$ cat src/rtl/qeciphy_fault_reporter_if.sv
// Report channel carrying the captured fault record from the reporter to host/CSR logic.
// The master presents the record; the slave accepts it with report_ready_i.
interface qeciphy_fault_reporter_if #(
  parameter int TS_W = 32
);
  logic            report_valid_o;
  logic            report_ready_i;
  logic [3:0]      report_ecode_o;
  logic [TS_W-1:0] report_ts_o;

  modport master (
    output report_valid_o,
    output report_ecode_o,
    output report_ts_o,
    input  report_ready_i
  );

  modport slave (
    input  report_valid_o,
    input  report_ecode_o,
    input  report_ts_o,
    output report_ready_i
  );
endinterface

$ cat src/rtl/qeciphy_fault_reporter.sv
// Captures the first fatal fault with a timestamp, raises a level interrupt and
// presents the record once over the report channel; flags a stalled channel.
module qeciphy_fault_reporter #(
  parameter int TS_W           = 32,
  parameter int REPORT_TIMEOUT = 1024
) (
  input  logic                            clk_i,
  input  logic                            rst_n_i,
  input  logic                            fault_fatal_i,
  input  logic [3:0]                      ecode_i,
  qeciphy_fault_reporter_if.master        report,
  output logic                            irq_o,
  input  logic                            irq_ack_i,
  output logic                            report_stall_o,
  output logic                            busy_o
);

  typedef enum logic [1:0] {IDLE, REPORT, WAIT_ACK, DONE} state_e;

  localparam int                STALL_W   = $clog2(REPORT_TIMEOUT + 1);
  localparam logic [TS_W-1:0]   TS_MAX    = '1;
  localparam logic [STALL_W-1:0] STALL_MAX = STALL_W'(REPORT_TIMEOUT);

  state_e               r_state;
  state_e               w_next;
  logic [TS_W-1:0]      r_ts_cnt;
  logic [TS_W-1:0]      r_ts;
  logic [3:0]           r_ecode;
  logic                 r_irq;
  logic                 r_stall;
  logic [STALL_W-1:0]   r_stall_cnt;
  logic                 w_capture;
  logic                 w_ack_live;
  logic                 w_stalled;

  assign w_capture  = (r_state == IDLE) && fault_fatal_i;
  assign w_ack_live = irq_ack_i && ((r_state == REPORT) || (r_state == WAIT_ACK));
  assign w_stalled  = (r_state == REPORT) && !report.report_ready_i;

  // NOTE: sequential state uses non-blocking assignments so every flop samples pre-edge values.
  always_ff @(posedge clk_i or negedge rst_n_i) begin
    if (!rst_n_i) begin
      r_state <= IDLE;
    end else begin
      r_state <= w_next;
    end
  end

  // NOTE: default assignment first so no path leaves w_next unassigned and infers a latch.
  always_comb begin
    w_next = r_state;
    case (r_state)
      IDLE:     if (fault_fatal_i) w_next = REPORT;
      REPORT:   if (report.report_ready_i) w_next = (r_irq && !irq_ack_i) ? WAIT_ACK : DONE;
      WAIT_ACK: if (irq_ack_i) w_next = DONE;
      DONE:     w_next = DONE;
      default:  w_next = IDLE;
    endcase
  end

  always_comb begin
    report.report_valid_o = (r_state == REPORT);
    report.report_ecode_o = r_ecode;
    report.report_ts_o    = r_ts;
    irq_o                 = r_irq;
    report_stall_o        = r_stall;
    busy_o                = (r_state == REPORT) || (r_state == WAIT_ACK);
  end

  // Free-running timestamp that holds at all ones rather than wrapping.
  always_ff @(posedge clk_i or negedge rst_n_i) begin
    if (!rst_n_i) begin
      r_ts_cnt <= '0;
    end else if (r_ts_cnt != TS_MAX) begin
      r_ts_cnt <= r_ts_cnt + TS_W'(1);
    end
  end

  always_ff @(posedge clk_i or negedge rst_n_i) begin
    if (!rst_n_i) begin
      r_ecode <= '0;
      r_ts    <= '0;
      r_irq   <= 1'b0;
    end else if (w_capture) begin
      r_ecode <= ecode_i;
      r_ts    <= r_ts_cnt;
      r_irq   <= 1'b1;
    end else if (w_ack_live) begin
      r_irq   <= 1'b0;
    end
  end

  // Stall timer saturates at the timeout; the flag stays set until reset.
  always_ff @(posedge clk_i or negedge rst_n_i) begin
    if (!rst_n_i) begin
      r_stall_cnt <= '0;
      r_stall     <= 1'b0;
    end else if (w_stalled && (r_stall_cnt != STALL_MAX)) begin
      r_stall_cnt <= r_stall_cnt + STALL_W'(1);
      if (r_stall_cnt == STALL_MAX - STALL_W'(1)) r_stall <= 1'b1;
    end
  end

endmodule

$ cat src/flat_wrapper.sv
// flat-port wrapper written by rule: the top's interface ports become plain ports
module qeciphy_fault_reporter_flat 
#(
  parameter int TS_W           = 32,
  parameter int REPORT_TIMEOUT = 1024
)
  (clk_i, rst_n_i, fault_fatal_i, ecode_i, irq_o, irq_ack_i, report_stall_o, busy_o, report_report_valid_o, report_report_ecode_o, report_report_ts_o, report_report_ready_i);
  qeciphy_fault_reporter_if #(.TS_W(TS_W)) report_i ();
  input  logic clk_i;
  input  logic rst_n_i;
  input  logic fault_fatal_i;
  input  logic [3:0] ecode_i;
  output logic irq_o;
  input  logic irq_ack_i;
  output logic report_stall_o;
  output logic busy_o;
  output wire logic [$bits(report_i.report_valid_o)-1:0] report_report_valid_o;
  output wire logic [$bits(report_i.report_ecode_o)-1:0] report_report_ecode_o;
  output wire logic [$bits(report_i.report_ts_o)-1:0] report_report_ts_o;
  input wire logic [$bits(report_i.report_ready_i)-1:0] report_report_ready_i;
  assign report_report_valid_o = report_i.report_valid_o;
  assign report_report_ecode_o = report_i.report_ecode_o;
  assign report_report_ts_o = report_i.report_ts_o;
  assign report_i.report_ready_i = report_report_ready_i;
  qeciphy_fault_reporter #(.TS_W(TS_W), .REPORT_TIMEOUT(REPORT_TIMEOUT)) u_core (.clk_i(clk_i), .rst_n_i(rst_n_i), .fault_fatal_i(fault_fatal_i), .ecode_i(ecode_i), .report(report_i), .irq_o(irq_o), .irq_ack_i(irq_ack_i), .report_stall_o(report_stall_o), .busy_o(busy_o));
endmodule
$ cat config.mk
export PLATFORM = sky130hd
export DESIGN_NAME = qeciphy_fault_reporter_flat
export DESIGN_NICKNAME = d
export VERILOG_FILES = /design/src/rtl/qeciphy_fault_reporter_if.sv /design/src/rtl/qeciphy_fault_reporter.sv /design/src/flat_wrapper.sv
export SDC_FILE = /design/constraint.sdc
export NUM_CORES = 1
export LEC_CHECK = 0
export ABC_AREA = 0
export BUFFER_PORTS_ARGS = -buffer_cell sky130_fd_sc_hd__buf_2
export CELL_PAD_IN_SITES_DETAIL_PLACEMENT = 0
export CELL_PAD_IN_SITES_GLOBAL_PLACEMENT = 1
export CORE_UTILIZATION = 48
export CTS_BUF_LIST = sky130_fd_sc_hd__clkbuf_2
export CTS_CLUSTER_SIZE = 12
export DETAILED_ROUTE_END_ITERATION = 8
export GPL_TIMING_DRIVEN = 0
export PLACE_DENSITY = 0.81
export SLEW_MARGIN = 0
export SYNTH_ARGS = -nofsm -noshare
export SYNTH_HDL_FRONTEND = slang
export SYNTH_SLANG_ARGS = --single-unit
$ cat constraint.sdc
create_clock -name clk_i -period 2.3 [get_ports clk_i]
set_input_delay 0.46 -clock clk_i [delete_from_list [all_inputs] [get_ports clk_i]]
set_output_delay 0.46 -clock clk_i [all_outputs]
set_load 0.02 [all_outputs]
* After elaboration in Yosys (flattened, before gate mapping) *
Index checks and enable logic that the tools add are counted.

word-level totals
  word-level logic and storage cells = 37
  bits in registers = 83
  bits of input ports = 9

cells by class
  muxes and demuxes = 7
  reductions and logical operators = 12
  eq/ne operators = 9
  add/subtract/negate cells = 2

operator list
  cell                                                    number
  adder 32 x 1 -> 32 bit (second input constant)          1
  != test 32 bit (second input constant)                  1
  adder 11 x 1 -> 11 bit (second input constant)          1
  equality test 11 x 10 -> 1 bit (second input constant)  1
  != test 11 bit (second input constant)                  1
  one-hot mux 2 bit (4 select lines)                      1
  2-to-1 mux 2 bit                                        3
  logical AND 1 bit                                       5
  equality test 2 bit (second input constant)             2
  != test 2 bit (second input constant)                   2
  2-to-1 mux 1 bit                                        3
  AND reduction 3 bit                                     1
  equality test 2 x 1 -> 1 bit (second input constant)    1
  zero test 1 bit                                         2
  zero test 2 bit                                         1
  != test 2 x 1 -> 1 bit (second input constant)          1
  AND reduction 2 bit                                     1
  nonzero test 2 bit                                      1
  logical OR 1 bit                                        1

* Depth between registers and ports, before layout *
Gate-level depths: netlist of the first run.

  depth in word-level cells = 5
  gate-level depth with buffers = 7

* Worst setup path after synthesis of the first run *
Ideal clock, no wire load.

  path type = reg2reg
  from = register u_core.r_state[1]
  to = register u_core.r_stall_cnt[3]
  slack = 371 ps
  library setup time = 123 ps
  cell stages (with the launch flop) = 8
  period minus slack after synthesis = 1929 ps
  arrival time = 1806 ps
  path through = dfrtp_1 inv_1 ha_1 nor2b_1 inv_1 a41oi_1 nand4_1 xnor2_1

between the ends
  word-level cells in the longest chain between the ends = 3

RTL lines
  item                             line                          RTL
  start, declared                  qeciphy_fault_reporter.sv:24  state_e r_state;
  start signal, assigned           qeciphy_fault_reporter.sv:45  r_state <= w_next;
  equality test 2 x 1 -> 1 bit     n/a
  named net report_report_valid_o  flat_wrapper.sv:17            output wire logic [$bits(report_i.report_valid_o)-1:0] report_report_valid_o;
  logical AND 1 bit                qeciphy_fault_reporter.sv:38  assign w_stalled = (r_state == REPORT) && !report.report_ready_i;
  logical AND 1 bit                qeciphy_fault_reporter.sv:98  end else if (w_stalled && (r_stall_cnt != STALL_MAX)) begin
  end signal, assigned             qeciphy_fault_reporter.sv:99  r_stall_cnt <= r_stall_cnt + STALL_W'(1);
  end, declared                    qeciphy_fault_reporter.sv:31  logic [STALL_W-1:0] r_stall_cnt;

The timed path passes the listed nets, and every way through them passes these cells.
A chain may end at the register's enable or synchronous reset.

* Worst setup path after layout of the first run *
  from = register u_core.r_state[0]
  to = register u_core.r_ecode[2] (netlist: u_core.report.report_ecode_o[2])

between the ends
  word-level cells in the longest chain between the ends = 2

RTL lines
  item                  line                          RTL
  zero test 2 bit       qeciphy_fault_reporter.sv:36  assign w_capture = (r_state == IDLE) && fault_fatal_i;
  logical AND 1 bit     qeciphy_fault_reporter.sv:36
  end signal, assigned  qeciphy_fault_reporter.sv:85  r_ecode <= ecode_i;
  end, declared         qeciphy_fault_reporter.sv:28  logic [3:0] r_ecode;

Every way passes these cells.

==> results.cfg, run 1 <==
[timing]
final_hold_viol_count = 0
slew_headroom_pct = 60.3
fin_crit_sh_pct = 90.3
rsz0062_at_grt = false
min_period_ns = 2.08
holdWs_ns = 0.147
setup_tns_ns = 0
fin_skew_ns = 0.0161
maxClockFrequency_ghz = 0.481
finalSetupViolations = 0
drv_slew = 0
tightestPinTransition_ns = 0.588
fin_ws_ns = 0.223

[layout]
n_antenna_cell = 0
drive_gt1_share_pct = 31.5
area_growth_pct = 13.6
post-route-util_pct = 56.6
nets = 364
fill_cells = 670
finalInstanceArea_um2 = 4110
fin_cells = 451

[worst_setup_path]
worst_setup_path_start_kind = flip-flop
crit_chain = inv_1, ha_1, nand2_1, clkbuf_1, clkbuf_2, mux2_2
path_class = flip-flop to flip-flop
cpPeakStageDelay_ns = 0.44
crit_fanout = 10
cp.required_ns = 2.74
critPathArrivalTime_ns = 2.52
critPathSlowestCell = dfrtp_1
regToRegStartpoint = u_core.r_state[0]$_DFFE_PN0P_
crit_start = u_core.r_state[0]$_DFFE_PN0P_
crit_path_end_kind = flip-flop

[clock_tree]
clock_latency_ns = 0.53
numCtsBuffers = 9
clock-root-buffer = clkbuf_2
clkTransAtPathRegs_ns = 0.21
clk_path_buf_depth = 2
tritoncts = done
h-tree-depth = 3
cts.sinks = 83
post-cts-setup-buffers = 0

[detailed_routing]
drtAntennaViolNets = 0
drc = 0
totalWireLength_um = 6090
avgRoutedWirePerCell_um = 13.5
dr.pass1.iters = 4
vias_per_cell = 5.13
num_vias = 2314
detail_route.iter0.violations = 106

[floorplan]
die_h_um = 88.8
dieArea_um2 = 7880
fp.dieW_um = 88.8
core_area_um2 = 7250
pin_count = 49
core.rowCount = 31
initial_utilization_pct = 49.8

[synthesis]
synth_edf_count = 0
synth_cell_types = 33
synth_common_cells = 83 x dfrtp_1, 37 x mux2_2, 30 x xnor2_1, 23 x nand2_1, 19 x nand3_1
synth_top_area_share_pct = 57.5
yosysTopAreaCell = dfrtp_1
synth.most_common_cell = dfrtp_1
yosys_warnings = 0
syn_avg_cell_area_um2 = 12.6
synth_seq_cells = 83
synth-main-ff-cell = dfrtp_1
ys_seq_area_share_pct = 57.5
synth_fp_nets = 303
async_flop_share_pct = 100
syn_area_um2 = 3610
syn_inst = 286
synthTopCellsByArea = dfrtp_1 57%, mux2_2 12%, xnor2_1 7.3%

[place]
port_buffers = 48
dp_hpwl_um = 4310
detailedPlace.worstSlack_ns = 0.0213
dp.cells = 434
dpl_cell_area_um2 = 4010
gp_congestion = 0.789

[pwr]
ir_drop_v = 0.000296
total_power_mw = 2.21
leakagePower_nw = 2.07
powerDensity_nw_per_um2 = 538

[global_route]
grt_max_degree = 64
grt_pass1_wl_um = 10400
grt_usage_pct = 17.6
gr-total-overflow = 0
antenna_found_initial = 0
first_global_vias = 2237

[run_status]
status = complete, no violations

[hold_path]
hp-start = ecode_i[3]
hold_class = input port to flip-flop

[flow_run]
cap_violations = 0
-- final cells by class --
type	instances	area, um2	area share (%)
clock inverters	5	30.0	0.731
multi-input cells	191	1490	36.3
inverters	8	30.0	0.731
flip-flops and latches	83	2080	50.6
well taps	99	124	3.02
clock buffers	11	55.1	1.34
repair buffers	50	280	6.83
plain buffers	4	17.5	0.427
-- logic make-up (layout without fill, tap and decap cells) --
group                    count (synthesis)  in the layout  synth area share [%]
multiplexers                            38             38                  11.8
AO/OA/AOI/OAI                           15             15                  3.15
AND/OR/NAND/NOR                         92             92                  14.3
buffers and inverters                   12             78                  1.25
flip-flops                              83             83                  57.5
XOR/XNOR                                38             38                  9.21
adder cells (fa/ha/maj)                  8              8                  2.77
-- report_power, final --
part	total, mW	switching [mW]	internal [mW]
clock network	0.627	0.484	0.143
registers	1.48	0.00779	1.47
logic	0.106	0.0685	0.0373
-- cells in the final DEF (no fill, tap or decap), types with 2 or more instances in the layout --
| cell | n |
|---|---|
| clkbuf_2 | 13 |
| o21ai_0 | 4 |
| a31oi_1 | 2 |
| clkbuf_1 | 2 |
| inv_1 | 8 |
| dfrtp_1 | 83 |
| clkinv_1 | 2 |
| clkinvlp_4 | 3 |
| nand4_1 | 13 |
| and4_1 | 3 |
| nor4_1 | 3 |
| nor3_1 | 2 |
| a21oi_1 | 2 |
| nand2_1 | 23 |
| nor2b_1 | 2 |
| a41oi_1 | 2 |
| buf_2 | 47 |
| and2_1 | 2 |
| xor2_1 | 8 |
| ha_1 | 8 |
| or3_4 | 2 |
| nor3_2 | 2 |
| nor2_1 | 10 |
| and3_1 | 7 |
| nand3_1 | 19 |
| xnor2_1 | 30 |
| mux2_2 | 37 |
-- sequential cells by signal, indices dropped and copies added, names as in the netlist --
name and cells:
u_core.irq_o 1, u_core.r_stall_cnt 11, u_core.r_state 2, u_core.report.report_ts_o 32
u_core.r_ts_cnt 32, u_core.report_stall_o 1, u_core.report.report_ecode_o 4
-- final timing paths --
path | end | slack (ns) | depth (start not counted)
min in group asynchronous | u_core.r_state[0]$_DFFE_PN0P_ | 0.31 | 2
max in group asynchronous | u_core.report.report_ts_o[25]$_DFFE_PN0P_ | 1.41 | 3
min | u_core.report.report_ecode_o[3]$_DFFE_PN0P_ | 0.15 | 2
max | u_core.report.report_ecode_o[2]$_DFFE_PN0P_ | 0.22 | 6
min reg2reg | u_core.report_stall_o$_DFFE_PN0P_ | 0.50 | 1
max reg2reg | u_core.report.report_ecode_o[2]$_DFFE_PN0P_ | 0.22 | 6
-- worst max-delay path, delay by kind of cell (launching register included) --
| kind | cells | cell delay, ns |
|---|---|---|
| and+or+nand+nor | 1 | 0.07 |
| buffers and inverters | 3 | 0.88 |
| DFF | 1 | 0.44 |
| muxes | 1 | 0.38 |
| adders and majority gates | 1 | 0.22 |
-- metal layers --
layer / GRT usage, % / part of all wire, % / vias up
met5: 0 / 0 / -
met4: 6.60 / 1.9 / 0
li1: - / - / 1132
met1: 23.4 / 49 / 1131
met3: 5.60 / 3.5 / 11
met2: 27.2 / 46 / 40
-- repair_timing --
| item | in CTS | in global routing |
|---|---|---|
| hold buffers | 1 | 0 |
| setup endpoints to repair | 7 | 10 |
| gates resized for setup | 1 | 2 |
| endpoints found under the hold margin | 20 | 0 |
Power figures use the tool's default switching activity.
==> inputs of run 2 (changes only) <==
--- a/config.mk
+++ b/config.mk
@@ -9,6 +9,7 @@
 export BUFFER_PORTS_ARGS = -buffer_cell sky130_fd_sc_hd__buf_2
 export CELL_PAD_IN_SITES_DETAIL_PLACEMENT = 0
 export CELL_PAD_IN_SITES_GLOBAL_PLACEMENT = 1
+export CORE_ASPECT_RATIO = 0.5
 export CORE_UTILIZATION = 48
 export CTS_BUF_LIST = sky130_fd_sc_hd__clkbuf_2
 export CTS_CLUSTER_SIZE = 12
==> run 2 against run 1 <==
Against the previous run: sequential share of layout area down 0.74 points; clock-buffer cell count decreased by 2; die area rose by 0.26%; first-iteration DRC count up 13%; total power grew 14%; wire length up 6.7%; core utilization grew 3.2 points; sequential cell count unchanged; sequential power barely moved; final area increased by 1.5%; combinational power up 5%; largest cell class unchanged.
==> results.cfg, run 2 (synthesized netlist as in run 1, its figures left out) <==
[layout]
fill_cells = 587
final_common_cell = dfrtp_1
fin_cells = 443
n_antenna_cell = 0
final_cell_mix = 83 x dfrtp_1, 47 x buf_2, 37 x mux2_2, 30 x xnor2_1, 23 x nand2_1
area_growth_pct = 15.3
drive_gt1_share_pct = 31.6
nets = 363

[timing]
maxClockFrequency_ghz = 0.475
slew_headroom_pct = 64.2
fin_crit_sh_pct = 91.4
min_period_ns = 2.10
rsz0062_at_grt = false
tightestPinTransition_ns = 0.536
drv_slew = 0
finalSetupViolations = 0
final_hold_viol_count = 0
fin_skew_ns = 0.0185

[flow_run]
cap_violations = 0

[detailed_routing]
num_vias = 2317
vias_per_cell = 5.23
detail_route.iter0.violations = 120
dr.pass1.iters = 4
drtAntennaViolNets = 0
drc = 0
totalWireLength_um = 6500
avgRoutedWirePerCell_um = 14.7

[clock_tree]
cts.sinks = 83
tritoncts = done
h-tree-depth = 3
clock-root-buffer = clkbuf_2
numCtsBuffers = 9
clock_latency_ns = 0.53
clkTransAtPathRegs_ns = 0.21
clk_path_buf_depth = 2

[worst_setup_path]
crit_fanout = 11
path_class = flip-flop to flip-flop
cp.required_ns = 2.73
rrSetupSlack_ns = 0.20
critPathArrivalTime_ns = 2.53
crit_path_end_kind = flip-flop
worst_setup_path_start_kind = flip-flop

[place]
dp.cells = 427
port_buffers = 48
dp_hpwl_um = 4640
gp_congestion = 0.730

[global_route]
grt_max_degree = 64
grt_pass1_wl_um = 11600
gr-total-overflow = 0
antenna_found_initial = 0
first_global_vias = 2350
grt_usage_pct = 19.1

[pwr]
powerDensity_nw_per_um2 = 604
total_power_mw = 2.52
leakagePower_nw = 2.11
ir_drop_v = 0.000298

[floorplan]
initial_utilization_pct = 51.9
pin_count = 49
fp.dieW_um = 125
core.rowCount = 21
die_h_um = 63.4
dieArea_um2 = 7900
core_area_um2 = 6960

[run_status]
status = complete, no violations

[hold_path]
hold_class = input port to flip-flop
## run 2: critical path: stages, from the launching register on
cell and delay [ns]:
dfrtp_1 0.42, inv_1 0.10, ha_1 0.22, nand2_1 0.40, clkbuf_1 0.48, mux2_2 0.40
## run 2: final timing paths
| path | startpoint | end | cells past startpoint |
|---|---|---|---|
| setup / recovery | u_core.r_state[0]$_DFFE_PN0P_ | u_core.report.report_ts_o[14]$_DFFE_PN0P_ | 5 |
| setup reg to reg | u_core.r_state[0]$_DFFE_PN0P_ | u_core.report.report_ts_o[14]$_DFFE_PN0P_ | 5 |
| hold / removal | ecode_i[0] | u_core.report.report_ecode_o[0]$_DFFE_PN0P_ | 2 |
| max in group asynchronous | rst_n_i | u_core.report.report_ts_o[19]$_DFFE_PN0P_ | 3 |
| min in group asynchronous | rst_n_i | u_core.report.report_ecode_o[0]$_DFFE_PN0P_ | 2 |
| hold reg to reg | u_core.report_stall_o$_DFFE_PN0P_ | u_core.report_stall_o$_DFFE_PN0P_ | 1 |
## run 2: routing by layer
layer  vias to the layer above  GRT usage (%)  share of wire [%]
li1                       1128              -                  -
met1                      1147           24.9                 49
met2                        35           30.2                 46
met3                         7           6.80                4.0
met4                         0           5.42               0.77
met5                         -              0                  0
## run 2: final cells by class
class                      instances  area (um2)  share of cell area, %
sequential                        83        2080                   49.8
multi-input combinational        191        1500                   36.0
timing repair buffer              50         280                   6.73
tap                               92         115                   2.76
clock inverter                     7         106                   2.55
clock buffer                       9        45.0                   1.08
inverter                           8        30.0                  0.721
buffer                             3        13.8                  0.330
## run 2: repair_timing
action	CTS	global route
endpoints found under the hold margin	20	0
cloned	0	0
setup buffers	0	0
pin swaps	0	0
endpoints found under the setup margin	17	5
hold buffers	1	0
gates resized for setup	1	3
## run 2: report_power, final
group | switching (mW) | internal, mW | leakage (nW)
combinational | 0.0724 | 0.0385 | 0.897
clock | 0.474 | 0.456 | 0.0884
sequential | 0.00647 | 1.47 | 1.13
total | 0.553 | 1.96 | 2.11
## run 2: per-stage QoR
stage	hold WS, ns	setup TNS, ns	setup WS, ns	instance area, um2	util (%)
4_1_cts	0.0865	0	0.149	4160	59.7
2_1_floorplan	0.164	0	0.371	3610	-
5_1_grt	0.0680	0	0.0291	4170	59.8
3_5_place_dp	0.366	-0.547	-0.0650	4000	57.4
6_report	0.143	0	0.197	4170	59.8
3_3_place_gp	0.462	0	0.0281	3970	57.0
